<file path="config.mk">
export PLATFORM = sky130hd
export DESIGN_NAME = io_ctrl_flat
export DESIGN_NICKNAME = d
export VERILOG_FILES = /design/src/rtl/io_pkg.sv /design/src/rtl/io_ctrl_if.sv /design/src/rtl/io_ctrl_fifo.sv /design/src/rtl/io_ctrl.sv /design/src/flat_wrapper.sv
export SDC_FILE = /design/constraint.sdc
export NUM_CORES = 1
export LEC_CHECK = 0
export CAP_MARGIN = 20
export CORE_MARGIN = 3
export CORE_UTILIZATION = 52
export DETAILED_ROUTE_END_ITERATION = 6
export PLACE_DENSITY_LB_ADDON = 0.05
export SYNTH_ARGS = -nofsm -noshare
export SYNTH_HDL_FRONTEND = slang
export SYNTH_SLANG_ARGS = --single-unit
</file>
<file path="constraint.sdc">
create_clock -name clock -period 3.5 [get_ports clock]
set_input_delay 0.35 -clock clock [delete_from_list [all_inputs] [get_ports clock]]
set_output_delay 0.35 -clock clock [all_outputs]
set_load 0.02 [all_outputs]
</file>
<file path="src/rtl/io_pkg.sv">
// Shared constants for the memory-mapped I/O unit: register addresses,
// control bit indices and status field layout.
package io_pkg;

    localparam int IO_DATA      = 'h3F;
    localparam int IO_CTRL      = 'h3E;

    localparam int CTRL_POP     = 0;
    localparam int CTRL_CLR_OVF = 1;

    localparam int ST_CNT_LSB   = 0;

    // Status word: count in the LSBs, overflow flag immediately above it.
    function automatic int cnt_w(input int depth);
        return $clog2(depth) + 1;
    endfunction

    function automatic int ovf_pos(input int depth);
        return cnt_w(depth);
    endfunction

endpackage

</file>
<file path="src/rtl/io_ctrl_if.sv">
// Processor/memory bus seen by the I/O unit.
interface io_ctrl_if #(
    parameter int NBITS = 8
);
    logic [NBITS-3:0] memAddress;
    logic [NBITS-1:0] memWriteData;
    logic             memMemWrite;
    logic [NBITS-1:0] memQ;
    logic [NBITS-1:0] memReadData;
    logic             memWren;

    modport master (
        output memAddress, memWriteData, memMemWrite, memQ,
        input  memReadData, memWren
    );

    modport slave (
        input  memAddress, memWriteData, memMemWrite, memQ,
        output memReadData, memWren
    );
endinterface

</file>
<file path="src/rtl/io_ctrl_fifo.sv">
// Small change-event FIFO. A pop on empty is ignored; on a full FIFO a
// simultaneous pop frees the slot the push then uses.
module io_fifo #(
    parameter  int WIDTH = 8,
    parameter  int DEPTH = 4,
    localparam int AW    = $clog2(DEPTH),
    localparam int CW    = AW + 1
) (
    input  logic             clock,
    input  logic             reset,
    input  logic             push,
    input  logic             pop,
    input  logic [WIDTH-1:0] din,
    output logic [WIDTH-1:0] dout,
    output logic [CW-1:0]    count,
    output logic             full,
    output logic             empty
);

    logic [WIDTH-1:0] mem [DEPTH];
    logic [AW-1:0]    rd_ptr, wr_ptr;
    logic             do_push, do_pop;

    assign empty   = (count == '0);
    assign full    = (count == CW'(DEPTH));
    assign do_pop  = pop & ~empty;
    assign do_push = push & (~full | do_pop);
    assign dout    = mem[rd_ptr];

    // Storage needs no reset: nothing is readable until count says so.
    always_ff @(posedge clock) begin
        if (do_push)
            mem[wr_ptr] <= din;
    end

    always_ff @(posedge clock) begin
        if (!reset) begin
            rd_ptr <= '0;
            wr_ptr <= '0;
            count  <= '0;
        end else begin
            if (do_push) wr_ptr <= wr_ptr + 1'b1;
            if (do_pop)  rd_ptr <= rd_ptr + 1'b1;
            count <= count + CW'(do_push) - CW'(do_pop);
        end
    end

endmodule

</file>
<file path="src/rtl/io_ctrl.sv">
// Memory-mapped I/O: output register, synchronized input change queue with
// interrupt, and the read-data mux in front of memory.
module io_ctrl
    import io_pkg::*;
#(
    parameter int NBITS = 8,
    parameter int DEPTH = 4
) (
    input  logic             clock,
    input  logic             reset,
    io_ctrl_if.slave         bus,
    input  logic [NBITS-1:0] entrada,
    output logic [NBITS-1:0] saida,
    output logic             interrupt
);

    localparam int AW = NBITS - 2;
    localparam int CW = cnt_w(DEPTH);

    logic [NBITS-1:0] s1, s2, prev;
    logic [1:0]       prime_cnt;
    logic             primed, change;
    logic             ovf, ovf_set;
    logic             sel_data, sel_ctrl;
    logic             pop_req, clr_req;
    logic [NBITS-1:0] head, status;
    logic [CW-1:0]    count;
    logic             full, empty;

    assign sel_data = (bus.memAddress == AW'(IO_DATA));
    assign sel_ctrl = (bus.memAddress == AW'(IO_CTRL));
    assign bus.memWren = bus.memMemWrite & ~(sel_data | sel_ctrl);

    assign pop_req = bus.memMemWrite & sel_ctrl & bus.memWriteData[CTRL_POP];
    assign clr_req = bus.memMemWrite & sel_ctrl & bus.memWriteData[CTRL_CLR_OVF];

    assign primed  = (prime_cnt == 2'd3);
    assign change  = (s2 != prev) & primed;
    // A pop in the same cycle makes room, so only an unrelieved full drops data.
    assign ovf_set = change & full & ~pop_req;

    io_fifo #(.WIDTH(NBITS), .DEPTH(DEPTH)) u_fifo (
        .clock (clock),
        .reset (reset),
        .push  (change),
        .pop   (pop_req),
        .din   (s2),
        .dout  (head),
        .count (count),
        .full  (full),
        .empty (empty)
    );

    assign interrupt = ~empty;

    always_comb begin
        status = '0;
        status[ST_CNT_LSB +: CW]  = count;
        status[ovf_pos(DEPTH)]    = ovf;
    end

    always_comb begin
        bus.memReadData = bus.memQ;
        if (sel_data)
            bus.memReadData = empty ? '0 : head;
        else if (sel_ctrl)
            bus.memReadData = status;
    end

    always_ff @(posedge clock) begin
        if (!reset) begin
            s1        <= '0;
            s2        <= '0;
            prev      <= '0;
            prime_cnt <= '0;
            ovf       <= 1'b0;
            saida     <= '0;
        end else begin
            s1 <= entrada;
            s2 <= s1;
            if (!primed)
                prime_cnt <= prime_cnt + 2'd1;
            if (!primed || change)
                prev <= s2;
            if (ovf_set)
                ovf <= 1'b1;
            else if (clr_req)
                ovf <= 1'b0;
            if (bus.memMemWrite && sel_data)
                saida <= bus.memWriteData;
        end
    end

endmodule

</file>
<file path="src/flat_wrapper.sv">
// flat-port wrapper written by rule: the top's interface ports become plain ports
module io_ctrl_flat import io_pkg::*;
#(
    parameter int NBITS = 8,
    parameter int DEPTH = 4
)
  (clock, reset, entrada, saida, interrupt, bus_memAddress, bus_memWriteData, bus_memMemWrite, bus_memQ, bus_memReadData, bus_memWren);
  io_ctrl_if #(.NBITS(NBITS)) bus_i ();
  input  logic clock;
  input  logic reset;
  input  logic [NBITS-1:0] entrada;
  output logic [NBITS-1:0] saida;
  output logic interrupt;
  input wire logic [$bits(bus_i.memAddress)-1:0] bus_memAddress;
  input wire logic [$bits(bus_i.memWriteData)-1:0] bus_memWriteData;
  input wire logic [$bits(bus_i.memMemWrite)-1:0] bus_memMemWrite;
  input wire logic [$bits(bus_i.memQ)-1:0] bus_memQ;
  output wire logic [$bits(bus_i.memReadData)-1:0] bus_memReadData;
  output wire logic [$bits(bus_i.memWren)-1:0] bus_memWren;
  assign bus_i.memAddress = bus_memAddress;
  assign bus_i.memWriteData = bus_memWriteData;
  assign bus_i.memMemWrite = bus_memMemWrite;
  assign bus_i.memQ = bus_memQ;
  assign bus_memReadData = bus_i.memReadData;
  assign bus_memWren = bus_i.memWren;
  io_ctrl #(.NBITS(NBITS), .DEPTH(DEPTH)) u_core (.clock(clock), .reset(reset), .bus(bus_i), .entrada(entrada), .saida(saida), .interrupt(interrupt));
endmodule
</file>
# Word-level counts from Yosys, hierarchy flattened
# Memories as Yosys holds them, arrays and structs flattened. A register that Yosys moved wholly into a read port is not among the register bits.
# Cells that the tools add are included.
[word_totals] reg_bits=42 mem_bits_rw=32 inputBits=33 out_inout_bits=18 elab_cells=49 n_memories=1
[classes] add_sub_neg=5 n_eq_ne=5 mux=9 n_bitwise=15 reduce_logical=5
[memory_table] name="u_core.u_fifo.mem" words=4 word_bits=8 rd=1 rd_ports_with_merged_regs=1 wr=1 line_no="io_ctrl_fifo.sv:20" source="logic [WIDTH-1:0] mem [DEPTH];"
[op_table] op="$mux W8" count=3
[op_table] op="$eq A6 B6 Y1 const B" count=2
[op_table] op="$and A1 B1 Y1" count=9
[op_table] op="$ne A8 B8 Y1" count=1
[op_table] op="$add A2 B1 Y2 const B" count=3
[op_table] op="$mux W1" count=4
[op_table] op="$mux W2" count=2
[op_table] op="$not A1 Y1" count=4
[op_table] op="$add A3 B1 Y3" count=1
[op_table] op="$eq A3 B3 Y1 const B" count=1
[op_table] op="$logic_not A3 Y1" count=1
[op_table] op="$sub A3 B1 Y3" count=1
[op_table] op="$eq A2 B2 Y1 const B" count=1
[op_table] op="$or A1 B1 Y1" count=2
[op_table] op="$reduce_bool A2 Y1" count=1
[op_table] op="$logic_and A1 B1 Y1" count=1
[op_table] op="$logic_not A1 Y1" count=1
[op_table] op="$logic_or A1 B1 Y1" count=1

# Depth between registers and ports, before layout
# Gate-level depths: netlist of run 1.
[depth] depth_word=8 ltp_mapped=14 depth_no_buf=13

# Modules after synthesis
# Synthesis of run 1 repeated with hierarchy kept, for this count alone.
[hier_totals] hier_cells=224 hier_area_um2=2995.4
[modules_own_cells] mod="io_fifo" instances=1 cells_per_inst=89 area_each_um2=1630.3 seq_area_each_um2=1141.1
[modules_own_cells] mod="io_ctrl" instances=1 cells_per_inst=135 area_each_um2=1365.1 seq_area_each_um2=700.7

# Worst setup path before layout of run 1
# No wires, ideal clock.
[synth_timing] path_kind="register to register" from="register u_core.s2[5]" to="register u_core.u_fifo.count[2]" setup_time_ps=115 arrival_time_ps=2344 t_required_ps=3385 setup_slack_ps=1041 stages_incl_launch_ff=15 path_buffers=1 period_less_slack_ps=2459 path_cell_list="dfxtp_1 -> xor2_1 -> nor4_2 -> nand2_1 -> and3_1 -> buf_6 -> inv_1 -> ha_1 -> inv_1 -> ha_1 -> inv_1 -> fa_1 -> xnor2_1 -> xnor2_1 -> and2_1"
[synth_between] elab_chain_len=5
[synth_lines] element="from (decl)" line_no="io_ctrl.sv:20" source="logic [NBITS-1:0] s1, s2, prev;"
[synth_lines] element="from (signal assigned)" line_no="io_ctrl.sv:73" source="s2 <= '0;"
[synth_lines] element="from (signal assigned)" line_no="io_ctrl.sv:80" source="s2 <= s1;"
[synth_lines] element="$ne A8 B8 Y1" line_no="io_ctrl.sv:38" source="assign change = (s2 != prev) & primed;"
[synth_lines] element="$and A1 B1 Y1" line_no="io_ctrl.sv:38"
[synth_lines] element="$and A1 B1 Y1" line_no="io_ctrl_fifo.sv:27" source="assign do_push = push & (~full | do_pop);"
[synth_lines] element="$add A3 B1 Y3" line_no="io_ctrl_fifo.sv:44" source="count <= count + CW'(do_push) - CW'(do_pop);"
[synth_lines] element="$sub A3 B1 Y3" line_no="io_ctrl_fifo.sv:44"
[synth_lines] element="to (signal assigned)" line_no="io_ctrl_fifo.sv:44"
[synth_lines] element="to (decl)" line_no="io_ctrl_fifo.sv:15" source="output logic [CW-1:0] count,"
# Every way passes these cells.
# A chain may end at the register's enable or synchronous reset.

# Worst setup path in the final report of run 1
[layout_timing] from="input bus_memAddress[0]" to="register u_core.u_fifo.count[2]"
[layout_between] elab_chain_len=8
[layout_lines] element="from (decl)" line_no="flat_wrapper.sv:14" source="input wire logic [$bits(bus_i.memAddress)-1:0] bus_memAddress;"
[layout_lines] element="$eq A6 B6 Y1 (*)" line_no="io_ctrl.sv:31" source="assign sel_ctrl = (bus.memAddress == AW'(IO_CTRL));"
[layout_lines] element="$and A1 B1 Y1 (*) (2 in a row)" line_no="io_ctrl.sv:34" source="assign pop_req = bus.memMemWrite & sel_ctrl & bus.memWriteData[CTRL_POP];"
[layout_lines] element="$and A1 B1 Y1 (*)" line_no="io_ctrl_fifo.sv:26" source="assign do_pop = pop & ~empty;"
[layout_lines] element="$or A1 B1 Y1" line_no="io_ctrl_fifo.sv:27"
[layout_lines] element="$and A1 B1 Y1" line_no="io_ctrl_fifo.sv:27"
[layout_lines] element="$add A3 B1 Y3" line_no="io_ctrl_fifo.sv:44"
[layout_lines] element="$sub A3 B1 Y3 (*)" line_no="io_ctrl_fifo.sv:44"
# Every way passes the cells marked *; elsewhere a longest branch is shown, timed or not.

==> metrics.csv, run 1 <==
stage,metric,value,unit
outcome,status,finished clean,
power,irDropWorstVdd,0.3794,mV
worst_setup_path,critPathBufInv,4,
sta,setup_tns,0,ps
logic_synthesis,synth_top_cell_area_share,32.12,%
logic_synthesis,synth_common_cells,"dfxtp_1 (44), and2_1 (36), edfxtp_1 (32)",
worst_setup_path,cp_max_fo,8,
logic_synthesis,synthXorXnorAreaFrac,3.806,%
run,maxCapViolCount,0,
layout,drive_above_1_share,10.10,%
sta,worst_pin_slew,572.7,ps
hold_path,hold_start,u_core.s1[6]$_SDFF_PN0_,
placed_design,portBuffers,50,
placed_design,gp_congestion,0.7248,
grt,grt_overflow_total,0,
sta,rsz0062_at_grt,no,
logic_synthesis,avgSynthCellArea,13.06,um2
worst_setup_path,crit_path_frequent_cell,inv_1,
clock_network,clk_pin_slew,80,ps
die,num_io_pins,51,
sta,fin_crit,2886,ps
sta,finalHoldViolations,0,
die,rows,26,
power,fin_total_pwr,1.798,mW
grt,grt_pass1_vias,1742,
clock_network,clock_sinks,76,
worst_setup_path,r2r-end,u_core.u_fifo.count[2]$_SDFF_PN0_,
worst_setup_path,cpLargestDelayFamily,adder cells,
clock_network,cts-htree-levels,3,
sta,period_share,82.44,%
route,dr.pass1.iters,4,
sta,slew_violations,0,
grt,grt_pass1_wl,8300,um
route,antenna_left,0,
power,cellPowerDensity,478.6,mW/mm2
worst_setup_path,reg2reg_depth,13,
route,drc_errors,0,
logic_synthesis,synth_top_flop_cell,dfxtp_1,
grt,antenna_found_initial,0,
logic_synthesis,ys_warn_count,0,
hold_path,min_to,u_core.s2[6]$_SDFF_PN0_,
clock_network,cts_tree,built,
die,dieHeight,81.85,um
logic_synthesis,syn_area,0.002992,mm2
die,die_area,0.006699,mm2
layout,diodes,0,
logic_synthesis,muxShareOfSynthArea,9.703,%
worst_setup_path,worstReg2RegStart,u_core.s2[7]$_SDFF_PN0_,
logic_synthesis,synth_edf_count,32,
worst_setup_path,critical_path.max_stage_delay,520,ps
sta,skew,7.104,ps
logic_synthesis,synthTopCellsByArea,"edfxtp_1 (32%), dfxtp_1 (29%), and2_1 (7.5%), mux4_2 (6.0%), mux2i_1 (3.7%)",
layout,fillers,397,
clock_network,cts-resized-gates,0,
logic_synthesis,synthCells,229,
worst_setup_path,cp_cell_sequence,clkdlybuf4s50_1 > nand4b_1 > o211ai_1 > and3_1 > inv_1 > ha_1 > inv_1 > ha_1 > inv_1 > fa_1 > xnor2_1 > xnor2_1 > and2_1,
sta,fmax,346.6,MHz
route,via_per_inst,4.964,
logic_synthesis,synth-adder-area-share,3.597,%
logic_synthesis,ys_seq_area_share,61.56,%
clock_network,clk_path_buf_depth,2,
layout,area_delta_synth_final,25.55,%
logic_synthesis,synth_most_common_cell,dfxtp_1,
grt,grtUsageTotal,17.23,%
logic_synthesis,synth-compound-area-share,2.509,%
sta,relSlewSlack,61.77,%
clock_network,clock_latency,340,ps
placed_design,dp_hpwl,3815,um
worst_setup_path,path_class,primary input to register,
die,start_util,56.07,%
layout,final_area,0.003756,mm2
grt,grt_max_degree,26,
power,p_leak,1.490,nW
logic_synthesis,yosysTopAreaCell,edfxtp_1,
logic_synthesis,async_flop_share,0,%
clock_network,cts-buffers-inserted,9,
clock_network,post_cts_buffers,0,
logic_synthesis,ys_ff_latch,76,
clock_network,cts-root-buf,clkbuf_8,
sta,setup_violations,0,
placed_design,dpl.cell_count,341,
logic_synthesis,synth_cell_type_count,28,
layout,stdcell_count,357,
route,first_iter_violations,93,
layout,fin_nets,323,
worst_setup_path,cp-end-kind,register,
worst_setup_path,required,3740,ps
hold_path,hold_class,register to register,
die,dieWidth,81.85,um
route,avgRoutedWirePerCell,14.72,um
worst_setup_path,cpMaxStageDelayCell,clkdlybuf4s50_1,
sta,holdWs,435.3,ps
logic_synthesis,synth-simple-area-share,16.14,%
hold_path,whs_path_depth,1,
worst_setup_path,regToRegSetupSlack,830,ps
logic_synthesis,postSynthNetCount,270,
die,coreArea,0.005335,mm2
worst_setup_path,start_kind,primary input,
clock_network,cts_hold_buf,0,
route,finalWirelength,5256,um
route,vias,1772,
placed_design,place_area,0.003545,mm2
worst_setup_path,worstPathArrival,3120,ps
logic_synthesis,synth_top_family_by_area,simple AND/OR/NAND/NOR gates,
## cell usage in the layout, fill, tap and decap left out, drive strengths merged
master	n
clkdlybuf4s50	50
dfxtp	44
and2	36
edfxtp	32
nand2	16
nor2b	14
mux2i	11
inv	11
clkbuf	11
xor2	9
mux4	8
o21ai	8
ha	7
a21oi	4
xnor2	4
and3	3
nand3	3
clkinv	3
nand4b	2
nor4	2
or3	1
nand4	1
nor2	1
o211ai	1
nor3b	1
a21boi	1
fa	1
bufinv	1
buf	1
## registers in the layout, indices dropped and copies added, names as in the netlist, named ones only
| name | cells |
|---|---|
| u_core.u_fifo.rd_ptr | 2 |
| u_core.s1 | 8 |
| u_core.prev | 8 |
| u_core.u_fifo.count | 3 |
| u_core.saida | 8 |
| u_core.prime_cnt | 2 |
| u_core.ovf | 1 |
| u_core.s2 | 8 |
| u_core.u_fifo.wr_ptr | 2 |
| u_core.u_fifo.mem | 32 |
## cell type report
type                            count  area, um2  area share, %
Clock buffer                       11      153.9          4.097
Timing Repair Buffer               51      508.0          13.52
Clock inverter                      5      57.56          1.532
Sequential cell                    76       1842          49.03
Tap cell                           70      87.58          2.332
Inverter                           10      37.54         0.9993
Multi-Input combinational cell    134       1070          28.48
## where the power goes
group	leakage, nW	switching [mW]	internal (mW)
sequential	0.654	0.0159	0.947
combinational	0.723	0.0608	0.0840
clock	0.112	0.313	0.377
total	1.49	0.389	1.41
## cells by family (layout without fill, tap and decap cells)
logic type | Yosys count | in the layout
flip-flops | 76 | 76
multiplexers | 19 | 19
XOR/XNOR | 13 | 13
adder cells (fa/ha/maj) | 8 | 8
AND/OR/NAND/NOR | 80 | 80
buffers and inverters | 19 | 77
AO/OA/AOI/OAI | 14 | 14
## per-layer routing
metal / GRT usage [%] / vias up / routed length, um
li1: - / 888 / -
met1: 21.72 / 835 / 2353
met2: 27.79 / 45 / 2565
met3: 5.702 / 4 / 299
met4: 5.980 / 0 / 37
met5: 0 / - / 0
## per-stage QoR
step           worst slack, ps  util [%]
3_5_place_dp             256.9     66.44
2_1_floorplan             1041         -
3_3_place_gp             381.6     66.44
6_report                 614.5     70.40
5_1_grt                  441.7     70.40
4_1_cts                  622.2     70.40
## worst max path at each step
stage	from	endpoint	slack [ps]	cells past startpoint
after detailed placement	bus_memAddress[0]	u_core.u_fifo.count[2]$_SDFF_PN0_	260	13
after CTS	bus_memAddress[0]	u_core.u_fifo.count[2]$_SDFF_PN0_	620	13
after global placement	bus_memAddress[0]	u_core.u_fifo.count[2]$_SDFF_PN0_	380	13
final	bus_memAddress[0]	u_core.u_fifo.count[2]$_SDFF_PN0_	610	13
after floorplan	u_core.s2[5]$_SDFF_PN0_	u_core.u_fifo.count[2]$_SDFF_PN0_	1040	14
after global routing	bus_memAddress[0]	u_core.u_fifo.count[2]$_SDFF_PN0_	440	13
Note: power is estimated with default switching activity, not from simulation.
==> run 2: changes to the inputs <==
==> constraint.sdc (replaced) <==
create_clock -name clock -period 3 [get_ports clock]
set_input_delay 0.3 -clock clock [delete_from_list [all_inputs] [get_ports clock]]
set_output_delay 0.3 -clock clock [all_outputs]
set_load 0.02 [all_outputs]
==> run 2 against run 1 <==
Compared with the run above: first-iteration DRC count grew 4.3%; critical path depth decreased by 8; highest routed layer unchanged; die area did not move; sequential share of layout area down 0.37 points; setup slack got worse by 270 ps; register-to-register slack got worse by 420 ps.
==> metrics.csv, run 2 (synthesis gave the netlist of run 1 again) <==
stage,metric,value,unit
route,via_per_inst,4.925,
worst_setup_path,reg2reg_depth,13,
hold_path,whs_path_depth,1,
layout,fin_nets,326,
clock_network,cts-resized-gates,0,
sta,period_share,88.42,%
clock_network,cts-root-buf,clkbuf_8,
sta,holdWs,435.5,ps
outcome,status,finished clean,
clock_network,clk_pin_slew,80,ps
worst_setup_path,start_kind,register,
sta,rsz0062_at_grt,no,
die,die_area,0.006699,mm2
clock_network,cts_tree,built,
sta,setup_violations,0,
grt,grt_pass1_wl,8190,um
layout,regMostFlops,u_core.u_fifo.mem,
run,maxCapViolCount,0,
route,drc_errors,0,
power,p_leak,1.501,nW
die,start_util,56.07,%
sta,worst_pin_slew,644.3,ps
route,finalWirelength,5060,um
sta,fmax,377.0,MHz
power,cellPowerDensity,557.0,mW/mm2
sta,relSlewSlack,56.92,%
clock_network,cts-buffers-inserted,9,
worst_setup_path,cp_max_fo,5,
worst_setup_path,regToRegSetupSlack,410,ps
route,avgRoutedWirePerCell,14.06,um
worst_setup_path,worstPathArrival,2350,ps
grt,grt_max_degree,24,
power,fin_total_pwr,2.108,mW
worst_setup_path,required,2700,ps
die,dieWidth,81.85,um
layout,largest_register_ffs,32,
sta,fin_crit,2653,ps
die,num_io_pins,51,
clock_network,clock_latency,340,ps
grt,grt_pass1_vias,1687,
placed_design,portBuffers,50,
layout,final_cell_mix,"clkdlybuf4s50_1 (50), dfxtp_1 (44), and2_1 (36)",
worst_setup_path,path_class,register to output port,
die,dieHeight,81.85,um
grt,grtUsageTotal,16.91,%
power,irDropWorstVdd,0.4117,mV
placed_design,gp_congestion,0.7090,
clock_network,cts_hold_buf,0,
route,vias,1773,
clock_network,clk_path_buf_depth,2,
placed_design,dp_hpwl,3647,um
sta,setup_tns,0,ps
die,rows,26,
clock_network,cts-htree-levels,3,
hold_path,hold_class,register to register,
route,dr.pass1.iters,4,
route,first_iter_violations,97,
layout,diodes,0,
route,antenna_left,0,
layout,area_delta_synth_final,26.52,%
clock_network,post_cts_buffers,0,
worst_setup_path,cp-end-kind,output port,
clock_network,clock_sinks,76,
sta,slew_violations,0,
sta,skew,6.969,ps
layout,final_common_cell,clkdlybuf4s50_1,
sta,finalHoldViolations,0,
grt,antenna_found_initial,0,
die,coreArea,0.005335,mm2
grt,grt_overflow_total,0,
layout,drive_above_1_share,11.03,%
## run 2: cell types whose count changed in the layout (fill, tap and decap cells not counted), sizes merged
cell      change
clkinvlp      +1
clkbuf        -1
buf           +3
## run 2: final cells by class
| type | instances | area, um2 |
|---|---|---|
| sequential | 76 | 1842 |
| fill | 382 | 1550 |
| multi-input combinational | 134 | 1070 |
| timing repair buffer | 54 | 530.5 |
| clock buffer | 10 | 148.9 |
| tap | 70 | 87.58 |
| clock inverter | 6 | 68.82 |
| inverter | 10 | 37.54 |
## run 2: stage by stage
step,utilization [%],worst slack (ps),instances,instance area (um2)
final,70.94,347.5,360,3785
after global routing,70.94,136.9,360,3785
after CTS,70.94,284.8,360,3785
after detailed placement,66.86,58.61,344,3567
after global placement,66.86,161.0,344,3567
after floorplan,-,540.9,229,2992
## run 2: final timing paths
check / end / start
max: bus_memReadData[3] / register
min: u_core.s2[2]$_SDFF_PN0_ / u_core.s1[2]$_SDFF_PN0_
max reg2reg: u_core.u_fifo.count[2]$_SDFF_PN0_ / u_core.s2[4]$_SDFF_PN0_
min reg2reg: u_core.s2[2]$_SDFF_PN0_ / u_core.s1[2]$_SDFF_PN0_
## run 2: per-layer routing
layer  part of all wire (%)  GRT usage [%]
met3                    6.6          5.811
met4                   0.55          7.475
met2                     47          25.85
met1                     45          21.78
met5                      0              0
## run 2: power breakdown
group          internal, mW  total (mW)  switching (mW)
Combinational         0.100       0.172          0.0716
Clock                 0.439       0.812           0.374
Sequential             1.11        1.12          0.0184
## run 2: worst max-delay path, stage by stage, from the launching register on
cell and delay (ps):
dfxtp_1 510, buf_4 220, mux4_2 490, a21oi_1 150, o21ai_0 80, clkdlybuf4s50_1 560
==> run 3: changes to the inputs <==
--- a/config.mk
+++ b/config.mk
@@ -6,8 +6,8 @@
 export NUM_CORES = 1
 export LEC_CHECK = 0
 export CAP_MARGIN = 20
-export CORE_MARGIN = 3
-export CORE_UTILIZATION = 52
+export CORE_MARGIN = 10
+export CORE_UTILIZATION = 56
 export DETAILED_ROUTE_END_ITERATION = 6
 export PLACE_DENSITY_LB_ADDON = 0.05
 export SYNTH_ARGS = -nofsm -noshare
==> constraint.sdc (replaced) <==
create_clock -name clock -period 3.3 [get_ports clock]
set_input_delay 0.33 -clock clock [delete_from_list [all_inputs] [get_ports clock]]
set_output_delay 0.33 -clock clock [all_outputs]
set_load 0.02 [all_outputs]
==> run 3 against run 2 <==
Compared with the run above: critical endpoint is now bus_memReadData[2]; count of clock-buffer cells in the layout is 1 lower; worst hold slack hardly changed; die area is 29% higher; combinational power is 8% lower; sequential cell count stayed put; sequential share of layout area hardly changed; wire length is 2.3% higher; sequential power is 9% lower.
==> metrics.csv, run 3 (synthesis gave the netlist of run 1 again) <==
stage,metric,value,unit
hold_path,min_to,u_core.s2[2]$_SDFF_PN0_,
layout,diodes,0,
layout,fin_util,73.66,%
die,die_area,0.008666,mm2
die,coreArea,0.005140,mm2
clock_network,post_cts_buffers,0,
worst_setup_path,worstPathArrival,2410,ps
layout,stdcell_count,359,
clock_network,clock_latency,340,ps
power,irDropWorstVdd,0.4403,mV
die,dieHeight,93.09,um
clock_network,cts-root-buf,clkbuf_8,
clock_network,clock_sinks,76,
clock_network,cts-buffers-inserted,9,
placed_design,place_area,0.003580,mm2
grt,antenna_found_initial,0,
worst_setup_path,reg2reg_depth,13,
sta,finalHoldViolations,0,
layout,final_area,0.003786,mm2
clock_network,cts-htree-levels,3,
die,rows,26,
outcome,status,finished clean,
sta,slew_violations,0,
die,dieWidth,93.09,um
power,cellPowerDensity,500.5,mW/mm2
worst_setup_path,start_kind,register,
power,p_leak,1.494,nW
route,dr.pass1.iters,4,
grt,grt_overflow_total,0,
layout,drive_above_1_share,10.73,%
route,first_iter_violations,127,
sta,period_share,82.88,%
worst_setup_path,regToRegSetupSlack,660,ps
placed_design,gp_congestion,0.7197,
sta,setup_tns,0,ps
worst_setup_path,cp-end-kind,output port,
sta,worst_pin_slew,529.6,ps
run,maxCapViolCount,0,
layout,area_delta_synth_final,26.56,%
worst_setup_path,r2r-end,u_core.u_fifo.count[2]$_SDFF_PN0_,
hold_path,whs_path_depth,1,
worst_setup_path,cp_max_fo,8,
hold_path,hold_class,register to register,
layout,regMostFlops,u_core.u_fifo.mem,
die,num_io_pins,51,
route,drc_errors,0,
grt,grt_max_degree,31,
clock_network,cts-resized-gates,0,
placed_design,dp_hpwl,3826,um
route,antenna_left,0,
sta,worst_slack,564.8,ps
clock_network,clk_path_buf_depth,2,
power,fin_total_pwr,1.895,mW
grt,grt_pass1_vias,1803,
sta,rsz0062_at_grt,no,
sta,fin_crit,2735,ps
sta,skew,11.22,ps
clock_network,clk_pin_slew,90,ps
die,start_util,58.20,%
layout,final_cell_mix,"clkdlybuf4s50_1 (50), dfxtp_1 (44), and2_1 (36)",
route,finalWirelength,5175,um
route,via_per_inst,4.978,
placed_design,pre_cts_slack,339.6,ps
route,vias,1787,
placed_design,dpl.cell_count,343,
route,avgRoutedWirePerCell,14.42,um
sta,relSlewSlack,64.65,%
placed_design,portBuffers,50,
clock_network,cts_hold_buf,0,
worst_setup_path,worstReg2RegStart,u_core.s2[5]$_SDFF_PN0_,
sta,fmax,365.6,MHz
worst_setup_path,path_class,register to output port,
hold_path,hold_start,u_core.s1[2]$_SDFF_PN0_,
worst_setup_path,required,2970,ps
sta,setup_violations,0,
layout,largest_register_ffs,32,
grt,grtUsageTotal,12.94,%
layout,final_common_cell,clkdlybuf4s50_1,
grt,grt_pass1_wl,8783,um
clock_network,cts_tree,built,
sta,holdWs,435.5,ps
layout,fin_nets,325,
[run 3: layer usage]
metal  vias up  track usage (%)  wire length [um]
met1       840            15.59              2303
met3         6            4.396               255
met2        50            20.91              2553
met4         0            5.013                62
li1        891                -                 -
met5         -                0                 0
[run 3: how the worst max path moves through the flow]
stage | depth (start not counted) | slack [ps] | to | from
after global placement | 13 | 440 | u_core.u_fifo.count[2]$_SDFF_PN0_ | bus_memMemWrite
after global routing | 13 | 380 | u_core.u_fifo.count[2]$_SDFF_PN0_ | u_core.s2[5]$_SDFF_PN0_
after floorplan | 14 | 840 | u_core.u_fifo.count[2]$_SDFF_PN0_ | u_core.s2[5]$_SDFF_PN0_
after detailed placement | 13 | 340 | u_core.u_fifo.count[2]$_SDFF_PN0_ | bus_memMemWrite
after CTS | 4 | 500 | bus_memReadData[2] | register
final | 4 | 560 | bus_memReadData[2] | register
[run 3: critical path: stages (launching register included)]
cell and delay [ps]:
dfxtp_1 660, mux4_2 580, a21oi_1 170, o21ai_0 90, clkdlybuf4s50_1 560
[run 3: final cells by class]
cell class	instances	area (um2)
clock buffer	9	123.9
clock inverter	7	82.58
fill	384	1354
inverter	10	37.54
multi-input combinational	134	1070
sequential	76	1842
tap	70	87.58
timing repair buffer	53	543.0
[run 3: power by group]
| group | total (mW) | leakage, nW | switching (mW) | internal [mW] |
|---|---|---|---|---|
| registers | 1.02 | 0.654 | 0.0171 | 1.00 |
| logic | 0.159 | 0.741 | 0.0654 | 0.0935 |
| clock network | 0.714 | 0.0984 | 0.354 | 0.361 |
